File: src/rtl/elementary_pkg.sv
// Shared definitions for the elementary gate library.
// Select encodings used by the demultiplexers: the value of S that routes
// A to each output.
package elementary_pkg;

    localparam logic [1:0] SEL_Y0 = 2'b00;
    localparam logic [1:0] SEL_Y1 = 2'b01;
    localparam logic [1:0] SEL_Y2 = 2'b10;
    localparam logic [1:0] SEL_Y3 = 2'b11;

endpackage

File: src/rtl/dmux2way.sv
// 1-to-2 demultiplexer, purely combinational.
//   Y0 : A when S selects the lower output, else 0
//   Y1 : A when S selects the upper output, else 0
//   S  : 1-bit select
//   A  : WIDTH-bit data, routed whole
module dmux2way
    import elementary_pkg::*;
#(
    parameter int WIDTH = 1
) (
    output logic [WIDTH-1:0] Y0,
    output logic [WIDTH-1:0] Y1,
    input  logic             S,
    input  logic [WIDTH-1:0] A
);

    // Within a pair the low select bit decides; the encodings of Y0/Y1
    // differ only in bit 0.
    localparam logic SEL_LOW  = SEL_Y0[0];
    localparam logic SEL_HIGH = SEL_Y1[0];

    assign Y0 = (S == SEL_LOW)  ? A : '0;
    assign Y1 = (S == SEL_HIGH) ? A : '0;

endmodule

File: src/rtl/dmux4way.sv
// 1-to-4 demultiplexer built from three dmux2way stages, with an optional
// output register.
//   Y0..Y3 : A on the output selected by S, 0 on the others
//   S      : 2-bit select (S[1] picks the pair, S[0] the output within it)
//   A      : WIDTH-bit data, routed whole
//   CLK    : rising-edge clock (unused when REG_OUT = 0)
//   RST    : asynchronous active-high reset (unused when REG_OUT = 0)
// REG_OUT = 1 gives one cycle of latency; REG_OUT = 0 is combinational.
module dmux4way
    import elementary_pkg::*;
#(
    parameter int WIDTH   = 1,
    parameter bit REG_OUT = 1'b1
) (
    output logic [WIDTH-1:0] Y0,
    output logic [WIDTH-1:0] Y1,
    output logic [WIDTH-1:0] Y2,
    output logic [WIDTH-1:0] Y3,
    input  logic [1:0]       S,
    input  logic [WIDTH-1:0] A,
    input  logic             CLK,
    input  logic             RST
);

    logic [WIDTH-1:0] pair_lo;
    logic [WIDTH-1:0] pair_hi;
    logic [WIDTH-1:0] dec_y0;
    logic [WIDTH-1:0] dec_y1;
    logic [WIDTH-1:0] dec_y2;
    logic [WIDTH-1:0] dec_y3;

    dmux2way #(.WIDTH(WIDTH)) u_pair (
        .Y0 (pair_lo),
        .Y1 (pair_hi),
        .S  (S[1]),
        .A  (A)
    );

    dmux2way #(.WIDTH(WIDTH)) u_lo (
        .Y0 (dec_y0),
        .Y1 (dec_y1),
        .S  (S[0]),
        .A  (pair_lo)
    );

    dmux2way #(.WIDTH(WIDTH)) u_hi (
        .Y0 (dec_y2),
        .Y1 (dec_y3),
        .S  (S[0]),
        .A  (pair_hi)
    );

    generate
        if (REG_OUT) begin : g_reg
            // All four outputs load together from one decode, so an output
            // can never pair an old select with new data.
            always_ff @(posedge CLK or posedge RST) begin
                if (RST) begin
                    Y0 <= '0;
                    Y1 <= '0;
                    Y2 <= '0;
                    Y3 <= '0;
                end else begin
                    Y0 <= dec_y0;
                    Y1 <= dec_y1;
                    Y2 <= dec_y2;
                    Y3 <= dec_y3;
                end
            end
        end else begin : g_comb
            assign Y0 = dec_y0;
            assign Y1 = dec_y1;
            assign Y2 = dec_y2;
            assign Y3 = dec_y3;
        end
    endgenerate

endmodule

File: config.mk
export PLATFORM = sky130hd
export DESIGN_NAME = dmux4way
export DESIGN_NICKNAME = d
export VERILOG_FILES = /design/src/rtl/elementary_pkg.sv /design/src/rtl/dmux2way.sv /design/src/rtl/dmux4way.sv
export SDC_FILE = /design/constraint.sdc
export NUM_CORES = 1
export LEC_CHECK = 0
export ABC_AREA = 1
export CORE_AREA = 8 8 45 47
export DETAILED_ROUTE_END_ITERATION = 7
export DIE_AREA = 0 0 53 55
export HOLD_SLACK_MARGIN = 0.06
export PLACE_DENSITY_LB_ADDON = 0.3
export SLEW_MARGIN = 20
export SYNTH_ARGS = -nofsm -noshare
export SYNTH_HDL_FRONTEND = slang
export SYNTH_SLANG_ARGS = --single-unit
export TNS_END_PERCENT = 10
File: constraint.sdc
create_clock -name CLK -period 1.1 [get_ports CLK]
set_input_delay 0.275 -clock CLK [delete_from_list [all_inputs] [get_ports CLK]]
set_output_delay 0.275 -clock CLK [all_outputs]
set_load 0.02 [all_outputs]
==> results.txt <==
run status = completed
Final Max Slew Viols = 0
CTS buffer count = 3
initial antenna violation count = 0
ANT cells = 0
Lkg Pwr = 0.133 nW
highest-delay cell along the critical path = dfrtp_1
synth warn = 0
Avg WL per Cell = 8.68 um
fraction of layout cells with a size suffix above 1 = 29.2%
Final #Nets = 31
Bufs and invs on worst path = 1
PortBufs = 8
final hold violations = 0
drt first pass iters = 4
initial core utilization = 9.67%
via/cell ratio = 2.83
Worst Hold Class = in -> async
part of the cycle the worst path needs = 92.1%
worst-path cell chain = buf_2
Critical Setup Path Class = reg -> out
maximum vdd drop = 0.213 mV
CP endpoint kind = output port
DP HPWL = 262 um
Rel. slew slack = 90.7%
most frequent cells in the layout = 4 x dfrtp_1, 4 x nor2_1, 4 x clkdlybuf4s50_1, 4 x buf_2
Post-Synth XOR/XNOR Area = 0%
post-synthesis mux area share = 0%
shortest period the worst path allows = 1010 ps
Synth Instances = 13
Hold Slack = 225 ps
syn_area_per_cell = 10.3 um^2
overall die height = 55 um
register bit total from synthesis = 4
Worst Tran Pin Value = 139 ps
first-pass GRT wire length = 524 um
CTS tree = yes
FMAX = 987 MHz
root buf cell = clkbuf_4
combinational family with the most area after synthesis = simple AND/OR/NAND/NOR gates
# setup viols final = 0
Post CTS Setup Buffer Count = 0
Critical Path AT = 740 ps
Crit path largest cell delay = 350 ps
Startpoint Class = flop
Core ar. = 1380 um^2
I/O Pins = 9
die width = 53 um
H-tree levels = 1
GP Congestion = 0.616
area delta synth->final = 76.6%
clock buffer depth = 2
Remaining Overflow, GRT = 0
Synth Area in Simple Gates = 16.8%
Iter 0 DRT Violations = 2
Cell variety after synth = 4
Vias = 113
Adder-Cell Fraction of Synth Area = 0%
crit-path max FO = 1
CP top delay family = flip-flops
pin count of the biggest net entering global routing = 5
pwr/cell area = 1580 nW/um^2
# DRC = 0
setup TNS = 0 ps
drt total wl = 347 um
remaining antenna violation count after routing = 0
hold buffers post-CTS = 0
fillers = 155
vias in the first global route = 145
Data required, critical path = 820 ps
Site Rows = 14
post-synth net total = 18
post-synthesis sequential area ratio = 74.8%
clock sinks = 4
post-synthesis compound-gate area fraction = 0%
number of max-cap violations = 0
CTS clk-pin slew, worst paths = 40 ps
RSZ-0062 raised after global routing = no
DIE AREA = 2920 um^2
Total GRT Usage = 3.23%
synthesized cell area = 134 um^2
timing repair:
action | CTS | global route
endpoints found under the setup margin | 4 | 0
endpoints found under the hold margin | 0 | 0
resized for setup | 16 | 0
synth_stat cells, drive strengths merged:
cell	number	area, um^2
dfrtp	4	100
inv	3	11.3
nand2	2	7.51
nor2	4	15.0
sequential cells by signal (all words and copies together), names as in the netlist:
register and cells:
Y1 1, Y3 1, Y0 1, Y2 1
routing by layer:
metal | GRT usage, % | part of all wire (%) | vias up
li1 | - | - | 58
met4 | 6.47 | 4.6 | 0
met2 | 2.54 | 26 | 11
met1 | 1.99 | 37 | 42
met3 | 4.81 | 32 | 2
met5 | 0 | 0 | -
path summary, 6_finish.rpt:
check | start | endpoint | slack, ps | cells after the start
setup / recovery | Y0$_DFF_PP0_ | Y0 | 90 | 1
hold / removal | RST | Y0$_DFF_PP0_ | 220 | 2
max in group asynchronous | RST | Y2$_DFF_PP0_ | 730 | 2
min in group CLK | A | Y0$_DFF_PP0_ | 630 | 3
per-stage QoR:
stage	util, %	power (mW)	cell area, um^2	setup WS [ps]	std cells
2_1_floorplan	-	0.173	134	409	13
3_3_place_gp	16.9	0.201	234	-77.0	37
3_5_place_dp	16.9	0.202	234	-84.4	37
4_1_cts	17.1	0.386	236	72.9	40
5_1_grt	17.1	0.403	236	51.7	40
6_report	17.1	0.374	236	87.1	40
final cells by class:
| class | count | area, um^2 | share of cell area (%) |
|---|---|---|---|
| clock buffers | 3 | 22.5 | 9.52 |
| inverters | 3 | 11.3 | 4.76 |
| multi-input cells | 6 | 22.5 | 9.52 |
| flip-flops and latches | 4 | 100 | 42.3 |
| well taps | 16 | 20.0 | 8.47 |
| repair buffers | 8 | 60.1 | 25.4 |
power breakdown:
group / switching, mW / leakage [nW] / internal, mW / total (mW)
clock network: 0.0583 / 0.0138 / 0.122 / 0.180
logic: 0.0202 / 0.0651 / 0.0189 / 0.0392
registers: 0.00102 / 0.0538 / 0.154 / 0.155
total: 0.0795 / 0.133 / 0.294 / 0.374
logic make-up after synthesis:
| logic type | Yosys count |
|---|---|
| buffers and inverters | 3 |
| DFF | 4 |
| and+or+nand+nor | 6 |
(Power assumes the default switching activity.)
